[config.mk]
export PLATFORM = sky130hd
export DESIGN_NAME = universal_shift_register
export DESIGN_NICKNAME = d
export VERILOG_FILES = /design/src/rtl/universal_shift_register_pkg.sv /design/src/rtl/universal_shift_register_dff_bank.sv /design/src/rtl/universal_shift_register.sv
export SDC_FILE = /design/constraint.sdc
export NUM_CORES = 1
export LEC_CHECK = 0
export ABC_AREA = 1
export CAP_MARGIN = 40
export CORE_UTILIZATION = 47
export CTS_CLUSTER_DIAMETER = 60
export DETAILED_ROUTE_END_ITERATION = 10
export PLACE_DENSITY = 0.79
export SYNTH_ARGS = -nofsm -noshare
export SYNTH_HDL_FRONTEND = slang
export SYNTH_SLANG_ARGS = --single-unit
export TNS_END_PERCENT = 20
[constraint.sdc]
create_clock -name clk -period 1.8 [get_ports clk]
set_input_delay 0.36 -clock clk [delete_from_list [all_inputs] [get_ports clk]]
set_output_delay 0.36 -clock clk [all_outputs]
set_load 0.05 [all_outputs]
[src/rtl/universal_shift_register_pkg.sv]
// rtl/universal_shift_register_pkg.sv - shared mode encodings for the universal shift register
package universal_shift_register_pkg;

    typedef enum logic [2:0] {
        MODE_HOLD  = 3'd0,
        MODE_SHL   = 3'd1,
        MODE_SHR   = 3'd2,
        MODE_ASR   = 3'd3,
        MODE_ROL   = 3'd4,
        MODE_ROR   = 3'd5,
        MODE_LOAD  = 3'd6,
        MODE_CLEAR = 3'd7
    } mode_e;

endpackage

[src/rtl/universal_shift_register_dff_bank.sv]
// rtl/universal_shift_register_dff_bank.sv - enabled register bank with sync active-low reset
module dff_bank #(
    parameter int WIDTH = 8
) (
    input  logic             clk,
    input  logic             resetn,
    input  logic             en,
    input  logic [WIDTH-1:0] d,
    output logic [WIDTH-1:0] q
);

    always_ff @(posedge clk) begin
        if (!resetn) begin
            q <= '0;
        end else if (en) begin
            q <= d;
        end
    end

endmodule

[src/rtl/universal_shift_register.sv]
// rtl/universal_shift_register.sv - universal shift register with shift counter and done pulse
module universal_shift_register
    import universal_shift_register_pkg::*;
#(
    parameter int WIDTH = 8
) (
    input  logic                         clk,
    input  logic                         reset,
    input  logic                         en,
    input  logic [2:0]                   mode,
    input  logic                         sin,
    input  logic [WIDTH-1:0]             d,
    output logic [WIDTH-1:0]             q,
    output logic                         sout,
    output logic [$clog2(WIDTH+1)-1:0]   cnt,
    output logic                         done
);

    localparam int CW = $clog2(WIDTH + 1);
    localparam logic [CW-1:0] CNT_MAX  = CW'(WIDTH);
    localparam logic [CW-1:0] CNT_LAST = CW'(WIDTH - 1);

    logic [WIDTH-1:0] q_d;
    logic             sout_d;
    logic [CW-1:0]    cnt_d;
    logic             done_d;
    logic             shift;
    logic [CW+1:0]    stat_q;

    assign {sout, cnt, done} = stat_q;

    always_comb begin
        q_d    = q;
        sout_d = sout;
        cnt_d  = cnt;
        done_d = 1'b0;
        shift  = 1'b0;
        if (en) begin
            case (mode_e'(mode))
                MODE_SHL:   begin q_d = {q[WIDTH-2:0], sin};      sout_d = q[WIDTH-1]; shift = 1'b1; end
                MODE_SHR:   begin q_d = {sin, q[WIDTH-1:1]};      sout_d = q[0];       shift = 1'b1; end
                MODE_ASR:   begin q_d = {q[WIDTH-1], q[WIDTH-1:1]}; sout_d = q[0];     shift = 1'b1; end
                MODE_ROL:   begin q_d = {q[WIDTH-2:0], q[WIDTH-1]}; sout_d = q[WIDTH-1]; shift = 1'b1; end
                MODE_ROR:   begin q_d = {q[0], q[WIDTH-1:1]};     sout_d = q[0];       shift = 1'b1; end
                MODE_LOAD:  begin q_d = d;  sout_d = 1'b0; cnt_d = '0; end
                MODE_CLEAR: begin q_d = '0; sout_d = 1'b0; cnt_d = '0; end
                default:    ;
            endcase
            // done fires only on the shift that crosses into a full word
            if (shift) begin
                cnt_d  = (cnt == CNT_MAX) ? CNT_MAX : cnt + CW'(1);
                done_d = (cnt == CNT_LAST);
            end
        end
    end

    dff_bank #(.WIDTH(WIDTH)) u_q_bank (
        .clk    (clk),
        .resetn (reset),
        .en     (en),
        .d      (q_d),
        .q      (q)
    );

    // status bank stays enabled so done can drop while en is low
    dff_bank #(.WIDTH(CW + 2)) u_stat_bank (
        .clk    (clk),
        .resetn (reset),
        .en     (1'b1),
        .d      ({sout_d, cnt_d, done_d}),
        .q      (stat_q)
    );

endmodule

==> results of run 1 <==
==> where the power goes <==
part	switching [mW]	internal, mW	total (mW)
clock network	0.105	0.0775	0.182
registers	0.0224	0.330	0.353
logic	0.190	0.111	0.302
==> cell usage after synthesis, drive strengths merged <==
master  instances  area (um2)
a21oi          16        80.1
buf             3        33.8
clkinv          3        16.3
dfxtp          14         280
ha              5        62.6
inv            33         124
nand2          57         231
nand3          14        80.1
nand4           1        6.26
nor2           15        58.8
nor3            1        5.00
o21ai          10        50.0
xnor2           1        8.76
==> routing by layer <==
metal,up-vias,part of all wire (%)
li1,600,-
met1,534,47
met2,20,49
met3,4,2.5
met4,0,1.0
met5,-,0
==> final timing paths <==
kind / startpoint / endpoint
setup / recovery: mode[2] / u_q_bank.q[4]$_SDFFE_PN0P_
hold / removal: u_stat_bank.q[1]$_SDFFE_PN0P_ / u_stat_bank.q[1]$_SDFFE_PN0P_
setup reg to reg: u_stat_bank.q[1]$_SDFFE_PN0P_ / u_stat_bank.q[3]$_SDFFE_PN0P_
hold reg to reg: u_stat_bank.q[1]$_SDFFE_PN0P_ / u_stat_bank.q[1]$_SDFFE_PN0P_
==> state kept, by name, summed over array words and instances, names as in the netlist <==
register and count:
u_stat_bank.q 6, u_q_bank.q 8
==> final cells by class <==
| cell class | instances | area [um2] |
|---|---|---|
| Clock buffer | 3 | 22.5 |
| Fill cell | 179 | 672 |
| Inverter | 36 | 140 |
| Multi-Input combinational cell | 120 | 583 |
| Sequential cell | 14 | 280 |
| Tap cell | 27 | 33.8 |
| Timing Repair Buffer | 34 | 290 |
==> worst register-to-register path, cell delays in order, from the launching register on <==
cell and delay (ns):
dfxtp_1 0.41, inv_1 0.08, ha_1 0.19, nand3_1 0.11, nand3_1 0.08, nand3_1 0.07, nand2_1 0.05, nor2_1 0.08
==> through the flow <==
stage                     cells  hold WS [ns]  cell area [um2]
after detailed placement    231         0.514             1330
after floorplan             173         0.480             1040
after global routing        234         0.553             1350
final                       234         0.534             1350
after global placement      231         0.499             1330
after CTS                   234         0.528             1350
==> cells by family (layout without fill, tap and decap cells) <==
kind of cell / Yosys count / in the layout / synth area share, %
simple gates: 88 / 88 / 36.8
flops: 14 / 14 / 27.0
fa+ha+maj: 5 / 5 / 6.03
buf+inv: 39 / 73 / 16.8
compound gates: 26 / 26 / 12.5
xor+xnor: 1 / 1 / 0.845
==> layout by cell type (no fill, tap or decap) <==
cell,n
nor2_2,1
clkdlybuf4s50_1,14
nor2_1,14
clkinv_1,2
inv_2,2
nand2_2,4
o21ai_1,1
nor3_1,1
a21oi_1,16
buf_4,20
nand3_2,2
nand2_4,1
dfxtp_1,14
ha_1,5
xnor2_1,1
nand3_1,12
clkinv_4,1
nand2_1,52
nand4_1,1
inv_1,31
clkbuf_4,3
o21ai_0,9
==> summary.txt, run 1 <==
post-DP HPWL: 1900 um
worst-path cell chain: clkdlybuf4s50_1 -> clkinv_4 -> ha_1 -> inv_1 -> nand3_2 -> nand2_4 -> a21oi_1 -> nand2_1 -> nand2_1 -> inv_1
post-cts resize count: 0
clk buf depth: 2
sequential-to-total area share from yosys stat: 27.0%
Slew @ Worst Pin: 0.310 ns
Yosys reg bits: 14
First-pass DRT Iterations: 4
die width: 49.0 um
WS Path Type: input port to flip-flop
worst-path maximum fanout: 14
DR iter-0 viols: 24
Root Buffer: clkbuf_4
clk sink count: 14
vias in the first global route: 1095
CP bufs+invs: 4
area grow syn2layout: 30.2%
Rel. slew slack: 79.2%
setup bufs post-CTS: 0
Final Wtd Congestion: 0.851
ant diodes: 0
status: finished, final reports clean
CTS tree: yes
DRC viols: 0
max_cap viols: 0
pin count of the biggest net entering global routing: 15
Slowest cell on crit path: clkdlybuf4s50_1
r2r setup slk: 0.67 ns
PortBufs: 28
first-pass GRT wire length: 4340 um
GR peak layer: met2
Worst-Skew Late Latency: 0.28 ns
Final Power: 837 uW
Critical Path Source Type: input port
crit path time final: 1.61 ns
PD cells: 620 nW/um2
Setup Slack @ Placement: -0.0878 ns
area of the die: 2400 um2
Via Count: 1158
leak pwr: 0.701 nW
fmax: 0.621 GHz
starting density of the core: 51.3%
mean routed wirelength per cell: 10.4 um
WP data arrival: 1.79 ns
Final #Nets: 229
CP Depth: 10
Cell Rows: 16
clock transition at the registers of the reported paths: 0.09 ns
final wirelength: 2440 um
total negative slack: 0 ns
hold buffer count at cts: 0
HP Class: flip-flop to flip-flop
worst setup margin: 0.189 ns
crit-path max cell delay: 0.54 ns
I/O Pins: 29
CP required: 1.98 ns
Post-Syn Area per Cell: 6.00 um2
Global Route Usage Sum: 22.9%
mapped cell area: 1040 um2
Post-Synthesis Cells: 173
Hold Path Depth: 2
CTS Buf Count: 3
Antenna Nets Post-Route: 0
initial antenna violation count: 0
Crit. End Element: flip-flop
fin util: 66.8%
maximum vdd drop: 385 uV
GRT met1 Usage: 27.1%
die span in y: 49.0 um
Max Slew Vio Count: 0
Via density: 4.95
CP top delay family: buffers and inverters
FF-to-FF path depth: 7
Synth Warn #: 0
Overflow after GRT: 0
RSZ-0062 raised after global routing: false
Synth Net Count: 193
layout cells sized above 1: 16.4%
Tcrit/Tclk final: 89.5%
met2 Resource Use GR: 40.7%
GRT met3 Usage: 3.43%
clock skew: 0.00838 ns
Synth cell types: 22
Final Hold Vio Count: 0
Core Area: 2020 um2
Final setup viols: 0
H-Tree Depth: 1
(Power assumes the default switching activity.)
==> run 2, diff against run 1 <==
CORE_ASPECT_RATIO = 0.8   (was not set)
==> run 2 against run 1 <==
  * Combinational power up 2%
  * Sequential share of layout area down 0.38 points
  * Worst hold slack worse by 0.0081 ns
  * Largest cell class unchanged
  * Largest power group unchanged
  * Critical path type unchanged
  * Final area up 1.9%
==> summary.txt, run 2 (synthesis results as in run 1) <==
largest reg by FF count: u_q_bank.q
Critical Path Source Type: input port
Final setup viols: 0 (unchanged)
Final Hold Vio Count: 0 (unchanged)
clock transition at the registers of the reported paths: 0.10 ns (about the same)
RSZ-0062 raised after global routing: false
CTS Buf Count: 3 (unchanged)
vias in the first global route: 965 (-12%)
r2r setup slk: 0.64 ns (-0.03 ns)
DRC viols: 0 (unchanged)
starting density of the core: 52.4% (+1.1 points)
total negative slack: 0 ns (unchanged)
Post-DP Area: 1340 um2 (+0.85%)
Cell Rows: 14 (-2)
hold buffer count at cts: 0 (unchanged)
CTS tree: yes
area of the die: 2400 um2 (about the same)
post-cts resize count: 0 (unchanged)
Crit. End Element: flip-flop
hold_sp: u_stat_bank.q[3]$_SDFFE_PN0P_
Rel. slew slack: 79.2% (about the same)
clock skew: 0.00598 ns (-0.00239 ns)
area grow syn2layout: 32.6%
WP data arrival: 1.83 ns (+0.04 ns)
FF-to-FF path depth: 5 (-2)
PortBufs: 28 (unchanged)
Tcrit/Tclk final: 89.9% (+0.39 points)
setup bufs post-CTS: 0 (unchanged)
Global Route Usage Sum: 23.2% (+0.31 points)
Final Power: 906 uW (+8.3%)
Root Buffer: clkbuf_4
most common cell after layout, fill and taps aside: nand2_1
Worst-Skew Late Latency: 0.29 ns (about the same)
PD cells: 659 nW/um2 (+6.4%)
CP required: 2.01 ns (+0.03 ns)
crit path time final: 1.62 ns (+0.00706 ns)
clk sink count: 14 (unchanged)
final wirelength: 2590 um (+6.1%)
max reg flops: 8 (unchanged)
biggest regs: u_q_bank.q: 8 flops, u_stat_bank.q: 6 flops
final instance area: 1380 um2 (+1.9%)
Hold Path Depth: 2 (unchanged)
worst-path maximum fanout: 4 (-10)
DR iter-0 viols: 44 (+83%)
pin count of the biggest net entering global routing: 15 (unchanged)
Via Count: 1154 (-0.35%)
H-Tree Depth: 1 (unchanged)
layout cells sized above 1: 17.6% (+1.2 points)
initial antenna violation count: 0 (unchanged)
Slew @ Worst Pin: 0.310 ns (+0.000322 ns)
HP Class: flip-flop to flip-flop
Worst Setup SP: mode[2]
WS Path Type: input port to flip-flop
fmax: 0.618 GHz (-0.44%)
First-pass DRT Iterations: 5 (+1)
ant diodes: 0 (unchanged)
Final Non-Filler Cells: 234 (unchanged)
die span in y: 44.0 um (-10%)
leak pwr: 0.718 nW (+2.4%)
I/O Pins: 29 (unchanged)
die width: 54.5 um (+11%)
max_cap viols: 0 (unchanged)
Final #Nets: 231 (+0.87%)
Placed Cells: 230 (-0.43%)
mean routed wirelength per cell: 11.1 um (+6.1%)
Core Area: 1980 um2 (-2.1%)
Via density: 4.93 (-0.35%)
Max Slew Vio Count: 0 (unchanged)
Reg2Reg Launch Point: u_stat_bank.q[1]$_SDFFE_PN0P_
Final Wtd Congestion: 0.884 (+4.0%)
Antenna Nets Post-Route: 0 (unchanged)
post-DP HPWL: 1870 um (-1.3%)
status: finished, final reports clean
Overflow after GRT: 0 (unchanged)
maximum vdd drop: 649 uV (+69%)
first-pass GRT wire length: 4010 um (-7.6%)
clk buf depth: 2 (unchanged)
most frequent cells in the layout: nand2_1, inv_1, buf_4, a21oi_1
-- run 2: changes by cell type in the layout (fill, tap and decap cells not counted) --
cell and change:
clkbuf_8 +1, buf_4 +2
-- run 2: worst max-delay path, stage by stage --
cell             delay (ns)
clkdlybuf4s50_1        0.54
clkinv_4               0.07
ha_1                   0.26
inv_1                  0.05
nand2_1                0.09
inv_2                  0.05
nor2_2                 0.14
nand3_1                0.10
a21oi_1                0.17
-- run 2: worst paths after layout --
kind | endpoint
max | u_stat_bank.q[1]$_SDFFE_PN0P_
min | u_stat_bank.q[0]$_SDFF_PN0_
max reg2reg | u_stat_bank.q[1]$_SDFFE_PN0P_
min reg2reg | u_stat_bank.q[0]$_SDFF_PN0_
-- run 2: layout make-up --
class	instances	area (um2)
Tap cell	24	30.0
Sequential cell	14	280
Multi-Input combinational cell	120	583
Inverter	36	140
Fill cell	186	604
Timing Repair Buffer	36	305
Clock buffer	4	36.3
-- run 2: per-layer routing --
layer  track usage, %  wire length (um)  up-vias
met5                0                 0        -
li1                 -                 -      607
met2             38.3              1130       45
met4             4.62                36        0
met3             7.22               199        6
met1             29.7              1220      496
-- run 2: power breakdown --
group / internal [mW] / switching, mW
logic: 0.114 / 0.194
registers: 0.330 / 0.0226
clock network: 0.123 / 0.123
total: 0.567 / 0.339
-- run 2: per-stage QoR --
stage	setup slack [ns]	util, %	hold slack, ns
finish	0.182	69.5	0.526
global route	0.0605	69.5	0.551
CTS	0.180	69.5	0.530
detailed placement	-0.113	67.6	0.516
global placement	-0.0653	67.6	0.501
floorplan	0.373	-	0.480
